<file path="src/rtl/mips_pkg.sv">
// Constants shared across MIPS pipeline stages: ALU control codes, ALUOp encodings,
// R-type funct values, and bit positions of the wb/m/ex control vectors.
package mips_pkg;

    localparam logic [2:0] ALU_AND = 3'b000;
    localparam logic [2:0] ALU_OR  = 3'b001;
    localparam logic [2:0] ALU_ADD = 3'b010;
    localparam logic [2:0] ALU_SUB = 3'b110;
    localparam logic [2:0] ALU_SLT = 3'b111;

    localparam logic [1:0] ALUOP_ADD   = 2'b00;
    localparam logic [1:0] ALUOP_SUB   = 2'b01;
    localparam logic [1:0] ALUOP_RTYPE = 2'b10;

    localparam logic [5:0] FUNCT_ADD = 6'h20;
    localparam logic [5:0] FUNCT_SUB = 6'h22;
    localparam logic [5:0] FUNCT_AND = 6'h24;
    localparam logic [5:0] FUNCT_OR  = 6'h25;
    localparam logic [5:0] FUNCT_SLT = 6'h2A;

    // wb = {RegWrite, MemtoReg}
    localparam int WB_REGWRITE = 1;
    localparam int WB_MEMTOREG = 0;
    // m = {Branch, MemRead, MemWrite}
    localparam int M_BRANCH   = 2;
    localparam int M_MEMREAD  = 1;
    localparam int M_MEMWRITE = 0;
    // ex = {RegDst, ALUOp[1:0], ALUSrc}
    localparam int EX_REGDST   = 3;
    localparam int EX_ALUOP_HI = 2;
    localparam int EX_ALUOP_LO = 1;
    localparam int EX_ALUSRC   = 0;

endpackage

</file>
<file path="src/rtl/alu_control.sv">
// Maps ALUOp plus the R-type funct field to the 3-bit ALU operation code.
// Purely combinational; unknown funct and ALUOp 11 both fall back to ADD.
module alu_control
    import mips_pkg::*;
(
    input  logic [1:0] alu_op_i,
    input  logic [5:0] funct_i,
    output logic [2:0] alu_ctl_o
);

    always_comb begin
        alu_ctl_o = ALU_ADD;
        case (alu_op_i)
            ALUOP_ADD: alu_ctl_o = ALU_ADD;
            ALUOP_SUB: alu_ctl_o = ALU_SUB;
            ALUOP_RTYPE: begin
                case (funct_i)
                    FUNCT_ADD: alu_ctl_o = ALU_ADD;
                    FUNCT_SUB: alu_ctl_o = ALU_SUB;
                    FUNCT_AND: alu_ctl_o = ALU_AND;
                    FUNCT_OR:  alu_ctl_o = ALU_OR;
                    FUNCT_SLT: alu_ctl_o = ALU_SLT;
                    default:   alu_ctl_o = ALU_ADD;
                endcase
            end
            default: alu_ctl_o = ALU_ADD;
        endcase
    end

endmodule

</file>
<file path="src/rtl/ex_stage.sv">
// MIPS execute stage: ALU, destination select and branch target, captured in EX/MEM.
// One-cycle latency; update priority is reset > flush (bubble) > stall (hold) > load.
module ex_stage
    import mips_pkg::*;
(
    input  logic        clk,
    input  logic        rst,
    input  logic        stall,
    input  logic        flush,
    input  logic [1:0]  id_ex_wb,
    input  logic [2:0]  id_ex_m,
    input  logic [3:0]  id_ex_ex,
    input  logic [31:0] id_ex_npc,
    input  logic [31:0] id_ex_reg1,
    input  logic [31:0] id_ex_reg2,
    input  logic [31:0] id_ex_sign_ext,
    input  logic [4:0]  id_ex_instr20_16,
    input  logic [4:0]  id_ex_instr15_11,
    output logic [1:0]  ex_mem_wb,
    output logic [2:0]  ex_mem_m,
    output logic [31:0] ex_mem_btgt,
    output logic        ex_mem_zero,
    output logic [31:0] ex_mem_alu_result,
    output logic [31:0] ex_mem_rdata2,
    output logic [4:0]  ex_mem_muxout
);

    logic [2:0]  alu_ctl;
    logic [31:0] op_b;
    logic [31:0] alu_res;
    logic [31:0] btgt;
    logic [4:0]  dst;

    logic [1:0]  wb_q;
    logic [2:0]  m_q;
    logic [31:0] btgt_q;
    logic        zero_q;
    logic [31:0] alu_res_q;
    logic [31:0] rdata2_q;
    logic [4:0]  muxout_q;

    alu_control u_alu_control (
        .alu_op_i  (id_ex_ex[EX_ALUOP_HI:EX_ALUOP_LO]),
        .funct_i   (id_ex_sign_ext[5:0]),
        .alu_ctl_o (alu_ctl)
    );

    always_comb begin
        op_b = id_ex_ex[EX_ALUSRC] ? id_ex_sign_ext : id_ex_reg2;
        case (alu_ctl)
            ALU_AND: alu_res = id_ex_reg1 & op_b;
            ALU_OR:  alu_res = id_ex_reg1 | op_b;
            ALU_SUB: alu_res = id_ex_reg1 - op_b;
            ALU_SLT: alu_res = ($signed(id_ex_reg1) < $signed(op_b)) ? 32'd1 : 32'd0;
            default: alu_res = id_ex_reg1 + op_b;
        endcase
        btgt = id_ex_npc + (id_ex_sign_ext << 2);
        dst  = id_ex_ex[EX_REGDST] ? id_ex_instr15_11 : id_ex_instr20_16;
    end

    // Flush clears every field, not just the control bits, so a bubble is all-zero.
    always_ff @(posedge clk) begin
        if (!rst || flush) begin
            wb_q      <= '0;
            m_q       <= '0;
            btgt_q    <= '0;
            zero_q    <= 1'b0;
            alu_res_q <= '0;
            rdata2_q  <= '0;
            muxout_q  <= '0;
        end else if (!stall) begin
            wb_q      <= id_ex_wb;
            m_q       <= id_ex_m;
            btgt_q    <= btgt;
            zero_q    <= (alu_res == 32'h0);
            alu_res_q <= alu_res;
            rdata2_q  <= id_ex_reg2;
            muxout_q  <= dst;
        end
    end

    assign ex_mem_wb         = wb_q;
    assign ex_mem_m          = m_q;
    assign ex_mem_btgt       = btgt_q;
    assign ex_mem_zero       = zero_q;
    assign ex_mem_alu_result = alu_res_q;
    assign ex_mem_rdata2     = rdata2_q;
    assign ex_mem_muxout     = muxout_q;

endmodule

</file>
<file path="config.mk">
export PLATFORM = sky130hd
export DESIGN_NAME = ex_stage
export DESIGN_NICKNAME = d
export VERILOG_FILES = /design/src/rtl/mips_pkg.sv /design/src/rtl/alu_control.sv /design/src/rtl/ex_stage.sv
export SDC_FILE = /design/constraint.sdc
export NUM_CORES = 1
export LEC_CHECK = 0
export ABC_AREA = 1
export CAP_MARGIN = 20
export CORE_MARGIN = 2
export CORE_UTILIZATION = 37
export CTS_CLUSTER_DIAMETER = 40
export DETAILED_ROUTE_END_ITERATION = 10
export PLACE_DENSITY = 0.74
export SYNTH_ARGS = -nofsm -noshare
export SYNTH_HDL_FRONTEND = slang
export SYNTH_SLANG_ARGS = --single-unit
</file>
<file path="constraint.sdc">
create_clock -name clk -period 3.2 [get_ports clk]
set_input_delay 0.32 -clock clk [delete_from_list [all_inputs] [get_ports clk]]
set_output_delay 0.32 -clock clk [all_outputs]
set_load 0.01 [all_outputs]
</file>
==> results of run 1 <==
power groups by stage:
stage          logic (mW)  clock network, mW  registers [mW]
2_1_floorplan        1.53                  0            1.48
3_3_place_gp         3.02                  0            1.45
3_5_place_dp         3.05                  0            1.45
4_1_cts              3.08               1.30            1.42
5_1_grt              3.48               1.35            1.43
6_report             3.20               1.28            1.42
flip-flops by register name, summed over array words and instances, names as in the netlist:
name and flops:
ex_mem_wb 2, ex_mem_zero 1, ex_mem_alu_result 32, ex_mem_btgt 32, ex_mem_rdata2 32, ex_mem_m 3, ex_mem_muxout 5
repair_timing:
action                     in CTS  in global routing
pin swaps                       0                  6
setup buffers                   0                  2
setup endpoints to repair       3                  7
gates resized for setup        15                 64
gates cloned                    0                  1
worst paths after layout:
check / startpoint / end / slack (ns) / depth (start not counted)
worst min-delay path: stall / ex_mem_rdata2[4]$_SDFFE_PP0N_ / 0.45 / 4
worst min register to register: ex_mem_rdata2[4]$_SDFFE_PP0N_ / ex_mem_rdata2[4]$_SDFFE_PP0N_ / 0.47 / 2
worst max register to register: ex_mem_alu_result[27]$_SDFFE_PP0N_ / ex_mem_alu_result[27]$_SDFFE_PP0N_ / 2.46 / 4
worst max-delay path: id_ex_sign_ext[1] / ex_mem_zero$_SDFFE_PP0N_ / 0.11 / 23
per-layer routing:
metal | wire length (um) | share of wire, %
met1 | 22200 | 42
met3 | 3355 | 6.3
met2 | 24520 | 46
met5 | 0 | 0
met4 | 2937 | 5.5
cell type report:
type | count | area, um^2 | area share, %
clock buffers | 10 | 239.0 | 1.305
well taps | 448 | 560.5 | 3.060
repair buffers | 576 | 5074 | 27.70
multi-input cells | 1593 | 8751 | 47.77
clock inverters | 6 | 96.34 | 0.5260
inverters | 387 | 1455 | 7.944
flip-flops and latches | 107 | 2142 | 11.69
kinds of logic (layout without fill, tap and decap cells):
logic type,count (synthesis),in the layout,share of synthesized area [%]
buf+inv,452,979,14.76
compound gates,344,344,15.12
flops,107,107,17.17
simple gates,1077,1077,36.38
fa+ha+maj,140,140,14.22
xor+xnor,27,27,1.895
mux,5,5,0.4512
cell usage in the layout (no fill, tap or decap), types with 2 or more instances in the layout:
master	Yosys	routed
fa_1	3	2
inv_1	375	371
mux2_2	5	5
ha_2	0	7
nand2_2	16	19
nor2_1	252	244
o21ai_0	123	106
bufinv_16	0	2
nand3_1	152	145
nand2_1	569	566
a21oi_2	8	12
xnor2_1	10	10
o21ai_4	1	2
buf_4	7	310
dfxtp_1	107	107
a211oi_1	2	2
o21ai_2	1	4
o21a_1	6	6
a31oi_1	6	6
clkdlybuf4s50_1	0	255
nor2_2	16	22
nand3_4	1	2
o21bai_1	8	7
a21o_1	7	7
xor2_1	17	17
nor2_4	6	8
nor3_2	4	5
inv_2	11	15
nand3_2	3	9
ha_1	137	122
a21oi_1	157	153
o21ai_1	6	19
and3_1	2	2
ha_4	0	8
clkbuf_16	0	10
buf_12	0	7
nor3_1	23	21
nor4_1	2	2
o211ai_1	12	12
nand4_1	25	25
critical path: cells and delay by family:
kind / cells / cell delay (ns)
AND/OR/NAND/NOR: 15 / 1.56
buffers and inverters: 5 / 0.92
AO/OA/AOI/OAI: 2 / 0.24
adder cells (fa/ha/maj): 1 / 0.33
per-stage QoR:
stage          cells  power [mW]
6_report        3127       5.905
5_1_grt         3127       6.256
4_1_cts         3124       5.799
3_5_place_dp    3108       4.502
3_3_place_gp    3108       4.470
2_1_floorplan   2152       3.010
==> summary.md, run 1 <==
| Metric | Value |
|---|---|
| Status | completed |
| Top cell type's share of synthesized area | 17.17% |
| Number of diodes | 0 |
| CTS Buffer Depth | 2 |
| DR vias | 15710 |
| Routed wire length | 53020 um |
| Syn Std Cell Area | 12480 um^2 |
| Crit path kind | input pin to flip-flop |
| Final setup vio count | 0 |
| CP Max Fanout | 4 |
| Share of cells above drive strength 1 | 17.25% |
| Worst path arrival time | 3.39 ns |
| Die Y | 187.6 um |
| Slew margin rel. | 36.07% |
| RSZ-0062 raised after global routing | yes |
| Worst-margin pin slew | 0.9590 ns |
| Area grow syn2layout | 46.81% |
| Setup WS pre-CTS | -0.7496 ns |
| Fin crit share | 96.63% |
| #FFs+latches synth | 107 |
| Cell Rows | 67 |
| Power share of the combinational group | 54.2% |
| Global-route wire length before repair | 80560 um |
| Post-synth EDFFs | 0 |
| Design area | 18320 um^2 |
| Met1 usage | 34.88% |
| Gr usage total | 28.87% |
| CP endpoint kind | flip-flop |
| Final hold slack | 0.4458 ns |
| MaxCap Viol Count | 0 |
| Dpl cell area | 17680 um^2 |
| GR peak layer | met2 |
| Synth cell count leaders | 569 x nand2_1, 375 x inv_1, 252 x nor2_1 |
| Fmax | 323.4 MHz |
| DRT Pass-1 Iters | 6 |
| Lkg Pwr | 9.700 nW |
| CTS Hold Bufs | 0 |
| Synth cell types | 55 |
| Syn Inst Count | 2152 |
| Clock transition at path regs | 0.08 ns |
| Final setup margin | 0.1080 ns |
| Syn_nets | 2443 |
| CTS tree | yes |
| Critical Path Source Type | input pin |
| # fillers | 3367 |
| Dominant cells by area after synthesis | dfxtp_1 17%, nand2_1 17%, ha_1 14%, inv_1 11%, nor2_1 7.6% |
| TNS Setup | 0 ns |
| GRT met2 Usage | 49.34% |
| Sink Count | 107 |
| Vias in the first global route | 15110 |
| Synth Flop Type | dfxtp_1 |
| Chip width | 187.6 um |
| Global route total overflow | 0 |
| PortBufs | 257 |
| Cells along the critical path | clkdlybuf4s50_1 -> inv_1 -> nand2_1 -> o21ai_1 -> buf_4 -> ha_1 -> inv_1 -> nand2_1 -> nand2_1 -> nand3_1 -> nand2_2 -> buf_4 -> nand2_1 -> nand2_1 -> nand2_1 -> nand4_1 -> nor2_1 -> nand3_1 -> nor2_1 -> nand3_1 -> nor2_2 -> nand3_1 -> a21oi_1 |
| Final nets | 2965 |
| Initial antenna violation count | 0 |
| Critical Path Max Stage Delay | 0.48 ns |
| Post-route ant nets | 0 |
| Root Driver | clkbuf_16 |
| Die area | 35210 um^2 |
| Clock power frac | 21.7% |
| HPWL after DPL | 43320 um |
| Int Pwr | 3.532 mW |
| Initial Util | 37.40% |
| CP most frequent cell | nand2_1 |
| Hold Crit Class | input pin to flip-flop |
| Final Hold Fails | 0 |
| Core area | 33360 um^2 |
| Pwr per Cell Area | 322.4 nW/um^2 |
| TritonCTS buffer count | 9 |
| YS warnings | 0 |
| Clk Latency, worst-skew pair | 0.36 ns |
| Cell taking the most area after synthesis | dfxtp_1 |
| Post-synthesis sequential area ratio | 17.17% |
| Most common cell in the synthesized netlist | nand2_1 |
| Final Util | 54.90% |
| Vias/cell | 5.024 |
| Routability Congestion | 1.022 |
| Net switching power | 2.373 mW |
| Peak VDD IR | 0.2640 mV |
| Worst Skew | 0 ns |
| H-Tree Depth | 3 |
| Drt drc | 0 |
| Ys async rst share | 0% |
| Routed len/inst | 16.96 um |
| Grt met3 use | 4.436% |
| Pins Over Slew Limit | 0 |
| Largest net degree at the start of global routing | 91 |
| Req. time, crit path | 3.50 ns |
| IO Pins | 258 |
| Drt first-iter violations | 1286 |
| Switching part of the total | 40.19% |
| Seq pwr share | 24.1% |
| CP max stage cell | clkdlybuf4s50_1 |
| Mean Syn Cell Area | 5.798 um^2 |
| Crit path time final | 3.092 ns |
Power figures use the tool's default switching activity.
==> run 2: changes to the inputs <==
CORE_ASPECT_RATIO = 0.7   (was default)
CORE_MARGIN = 5   (was 2)
==> run 2 against run 1 <==
Net effect:
- fmax rose by 2.4%
- final area increased by 1.6%
- largest cell class unchanged
- critical path depth down 3
- clock power is 6% lower
- via count is 0.94% higher
==> summary.md, run 2 (same netlist as run 1, synthesis figures left out) <==
| Metric | Value |
|---|---|
| CTS tree | yes |
| Design area | 18610 um^2 |
| Global route total overflow | 0 |
| Setup WS pre-CTS | -0.5422 ns |
| IO Pins | 258 |
| Vias in the first global route | 15020 |
| Pwr per Cell Area | 318.9 nW/um^2 |
| DR vias | 15860 |
| Hold path startpoint | stall |
| Largest net degree at the start of global routing | 91 |
| Net switching power | 2.447 mW |
| Final Hold Fails | 0 |
| DRT Pass-1 Iters | 6 |
| Critical Path Source Type | input pin |
| R2r endpoint | ex_mem_zero$_SDFFE_PP0N_ |
| Dpl cell area | 17930 um^2 |
| R2R setup slack | 2.43 ns |
| Root Driver | clkbuf_16 |
| Most common cell after layout, fill and taps aside | nand2_1 |
| Chip width | 229.5 um |
| Status | completed |
| Commonest cells after routing, fill and taps aside | 557 x nand2_1, 372 x inv_1, 350 x buf_4 |
| Req. time, crit path | 3.50 ns |
| Worst Skew | 0 ns |
| Routed len/inst | 17.91 um |
| Crit path time final | 3.020 ns |
| Final setup vio count | 0 |
| Clk Latency, worst-skew pair | 0.37 ns |
| Drt drc | 0 |
| Cell Rows | 56 |
| Die area | 37550 um^2 |
| Hold EP | ex_mem_wb[0]$_SDFFE_PP0N_ |
| Worst reg2reg path depth | 2 |
| Fin crit share | 94.39% |
| Seq pwr share | 24.0% |
| TNS Setup | 0 ns |
| Worst path arrival time | 3.33 ns |
| Vias/cell | 5.029 |
| CTS Buffer Depth | 2 |
| Fmax | 331.1 MHz |
| Peak VDD IR | 0.2184 mV |
| Clock transition at path regs | 0.08 ns |
| Worst Setup SP | id_ex_reg2[16] |
| Clock power frac | 20.3% |
| Sink Count | 107 |
| Worst-margin pin slew | 1.003 ns |
| Crit path kind | input pin to flip-flop |
| GRT met2 Usage | 46.07% |
| Int Pwr | 3.489 mW |
| Gr usage total | 28.47% |
| Area grow syn2layout | 49.17% |
| Pins Over Slew Limit | 0 |
| HPWL after DPL | 46620 um |
| Hold Crit Class | input pin to flip-flop |
| Final nets | 3004 |
| Core area | 33420 um^2 |
| Grt met3 use | 6.203% |
| Hold Crit Depth | 4 |
| Slew margin rel. | 33.12% |
| CP endpoint kind | flip-flop |
| Final setup margin | 0.1796 ns |
| Initial Util | 37.33% |
| Lkg Pwr | 9.859 nW |
| MaxCap Viol Count | 0 |
| Drt first-iter violations | 1509 |
| Share of cells above drive strength 1 | 19.21% |
| Final hold slack | 0.4513 ns |
| H-Tree Depth | 3 |
| TritonCTS buffer count | 9 |
| Global-route wire length before repair | 83990 um |
| Met1 usage | 38.22% |
| Post-route ant nets | 0 |
| Routability Congestion | 0.9897 |
| Initial antenna violation count | 1 |
| Number of diodes | 0 |
| CTS Hold Bufs | 0 |
| RR Startpoint | ex_mem_zero$_SDFFE_PP0N_ |
| Routed wire length | 56480 um |
| GR peak layer | met2 |
| Die Y | 163.6 um |
| Switching part of the total | 41.22% |
| PortBufs | 257 |
| Final Util | 55.69% |
| Power share of the combinational group | 55.7% |
| # fillers | 3338 |
| CP Max Fanout | 7 |
run 2: stage by stage:
| stage | total power [mW] | instances |
|---|---|---|
| floorplan | 3.010 | 2152 |
| global placement | 4.556 | 3129 |
| detailed placement | 4.579 | 3129 |
| CTS | 5.801 | 3146 |
| global route | 6.289 | 3153 |
| finish | 5.936 | 3153 |
run 2: metal layers:
| metal | vias to the layer above | share of wire (%) |
|---|---|---|
| li1 | 7885 | - |
| met1 | 7213 | 45 |
| met2 | 663 | 44 |
| met3 | 94 | 8.8 |
| met4 | 2 | 2.9 |
| met5 | - | 0.034 |
run 2: area by class of cell:
| type | instances | area, um^2 | share of cell area [%] |
|---|---|---|---|
| clock inverters | 7 | 73.82 | 0.3966 |
| well taps | 435 | 544.3 | 2.924 |
| inverters | 387 | 1455 | 7.819 |
| clock buffers | 9 | 225.2 | 1.210 |
| flip-flops and latches | 107 | 2142 | 11.51 |
| multi-input cells | 1593 | 8818 | 47.38 |
| repair buffers | 615 | 5353 | 28.76 |
run 2: how the worst max path moves through the flow:
| stage | cells after the start | end | slack (ns) |
|---|---|---|---|
| finish | 20 | ex_mem_zero$_SDFFE_PP0N_ | 0.18 |
| global route | 21 | ex_mem_zero$_SDFFE_PP0N_ | -0.01 |
| CTS | 22 | ex_mem_zero$_SDFFE_PP0N_ | 0.002 |
| detailed placement | 20 | ex_mem_zero$_SDFFE_PP0N_ | -0.54 |
| global placement | 20 | ex_mem_zero$_SDFFE_PP0N_ | -0.57 |
| floorplan | 23 | ex_mem_zero$_SDFFE_PP0N_ | 0.14 |
run 2: what timing repair did:
item / in CTS / in global routing
setup buffers: 1 / 7
pin swaps: 1 / 12
endpoints found under the setup margin: 2 / 10
resized for setup: 13 / 88
run 2: power by group through the flow:
stage	Clock [mW]	Combinational, mW	Sequential [mW]
floorplan	0	1.53	1.48
detailed placement	0	3.12	1.46
global route	1.27	3.59	1.43
CTS	1.22	3.15	1.43
finish	1.20	3.31	1.43
global placement	0	3.10	1.45
run 2: critical path, cell delays in order:
cell and delay [ns]:
clkdlybuf4s50_1 0.42, o21ai_1 0.32, ha_2 0.42, buf_4 0.17
nor2_2 0.11, inv_1 0.06, buf_4 0.14, nor2_2 0.10
nand2_1 0.12, nor3_2 0.18, nand2_1 0.10, nand2_1 0.07
nand2_1 0.07, nand3_2 0.11, nand2_1 0.08, nand2_2 0.13
nand3_1 0.11, nor2_2 0.10, nand3_1 0.07, a21oi_1 0.12
==> RTL edit, RTL diff (config.mk and constraints of run 2) <==
Remove the case item `ALU_SUB` of the case on `alu_ctl`.
--- a/src/rtl/ex_stage.sv
+++ b/src/rtl/ex_stage.sv
@@ -52,3 +52,2 @@
             ALU_OR:  alu_res = id_ex_reg1 | op_b;
-            ALU_SUB: alu_res = id_ex_reg1 - op_b;
             ALU_SLT: alu_res = ($signed(id_ex_reg1) < $signed(op_b)) ? 32'd1 : 32'd0;
Function: changed (Yosys sat finds a counterexample within 4 cycles, from zero or initial values).
==> RTL edit against run 2 <==
  * Wire length decreased by 22%
  * Count of clock-buffer cells in the layout unchanged
  * Worst hold slack improved by 0.014 ns
  * Worst setup slack worse by 0.037 ns
  * Design area is 16% lower
  * Clock skew unchanged
  * Power shrank 13%
  * Sequential cell count did not move
  * First-iteration DRC count is 35% lower
  * Synthesized area down 15%
==> RTL edit: results (changes against run 2) <==
| Metric | Value |
|---|---|
| Synth area leaders | dfxtp_1, nand2_1, ha_1, inv_1, o21ai_0 |
| Complex-gate fraction of the synthesized area | 16.9% (+1.8 points) |
| Reg2reg setup slack | 2.46 ns (+0.03 ns) |
| Mux contribution to synthesized area | 0.534% (+0.083 points) |
| Tcrit/Tclk final | 95.6% (+1.2 points) |
| Hold Startpoint | ex_mem_rdata2[17]$_SDFFE_PP0N_ |
| Sequential element share of the synthesized area | 20.3% (+3.1 points) |
| Largest net degree at the start of global routing | 74 (-19%) |
| Leakage | 8.27 nW (-16%) |
| Hold depth | 2 (-2) |
| Crit Reg-Reg Endpoint | ex_mem_btgt[9]$_SDFFE_PP0N_ |
| XOR/XNOR share of the synthesized area | 2.33% (+0.43 points) |
| Hold Crit Endpoint | ex_mem_rdata2[17]$_SDFFE_PP0N_ |
| Wirelength per Cell | 17.1 um (-4.5%) |
| Synth cell count leaders | nand2_1, inv_1, nor2_1, ha_1, o21ai_0 |
| DR pass1 iterations | 5 (-1) |
| Post-DP HPWL | 36,100 um (-22%) |
| Worst slack, placed | -0.439 ns (+0.103 ns) |
| First-pass GRT wire length | 66,200 um (-21%) |
| Status | completed |
| Filler Cell Count | 2,804 (-16%) |
| CP startpoint | id_ex_sign_ext[12] |
| Share of cells above drive strength 1 | 15.3% (-3.9 points) |
| Relative slew slack | 42.0% (+8.9 points) |
| Crit path largest cell delay | 0.49 ns (+0.07 ns) |
| Max VDD drop | 301 uV (+38%) |
| Total number of vias | 12.7k (-20%) |
| Yosys cell types | 50 (-9.1%) |
| Total Routing Usage GR | 26.3% (-2.2 points) |
| Fin nets | 2,473 (-18%) |
| Crit-path max FO | 3 (-4) |
| Adder-cell area share of the yosys netlist | 16.4% (+2.2 points) |
| DR iter-0 viols | 979 (-35%) |
| Net count after synthesis | 2,026 (-17%) |
| RR Startpoint | ex_mem_btgt[9]$_SDFFE_PP0N_ |
| R2R cell count | 4 (+2) |
| Vias in the first global route | 12.1k (-20%) |
| GP Congestion | 0.974 (-1.6%) |
| Worst min path class | register to register |
| TritonCTS clock tree | built |
| Final wirelength | 43,800 um (-22%) |
RTL edit: cell families (layout without fill, tap and decap cells):
group	count (synthesis)	in the layout
flops	107	107
simple gates	754	754
compound gates	324	324
mux	5	5
xor+xnor	28	28
fa+ha+maj	137	137
buf+inv	383	835
RTL edit: power breakdown:
| group | switching, mW | internal (mW) |
|---|---|---|
| sequential | 0.0318 | 1.39 |
| clock | 0.670 | 0.572 |
| combinational | 1.36 | 1.13 |
RTL edit: timing repair:
item                       CTS  global route
pin swaps                    2            13
setup endpoints to repair    1             2
setup buffers                0             3
gates resized for setup      2            67
RTL edit: cell type report:
class / count / area (sq um) / share of cell area [%]
sequential: 107 / 2140 / 13.7
clock inverter: 7 / 83.8 / 0.536
clock buffer: 9 / 225 / 1.44
multi-input combinational: 1248 / 7120 / 45.5
tap: 371 / 464 / 2.97
timing repair buffer: 487 / 4360 / 27.9
inverter: 332 / 1250 / 7.99
RTL edit: through the flow:
| stage | utilization, % | TNS, ns | cell area (sq um) | hold slack (ns) | power, mW |
|---|---|---|---|---|---|
| global route | 56.0 | -0.0281 | 15700 | 0.487 | 5.46 |
| CTS | 55.2 | 0 | 15400 | 0.468 | 5.09 |
| global placement | 54.1 | -0.505 | 15100 | 0.451 | 3.81 |
| floorplan | - | 0 | 10500 | 0.465 | 2.63 |
| finish | 56.0 | 0 | 15700 | 0.466 | 5.15 |
| detailed placement | 54.1 | -0.588 | 15100 | 0.455 | 3.84 |
RTL edit: per-layer routing:
metal,track usage [%],share of wire (%),vias to the layer above
met5,0,0.041,-
met4,4.99,1.7,2
met3,5.73,8.5,43
met2,42.8,44,488
met1,36.2,46,5752
li1,-,-,6367
RTL edit: tightest hold or removal path: stages (launching register included):
cell and delay (ns):
dfxtp_1 0.32, nand2_1 0.06, a21oi_1 0.05
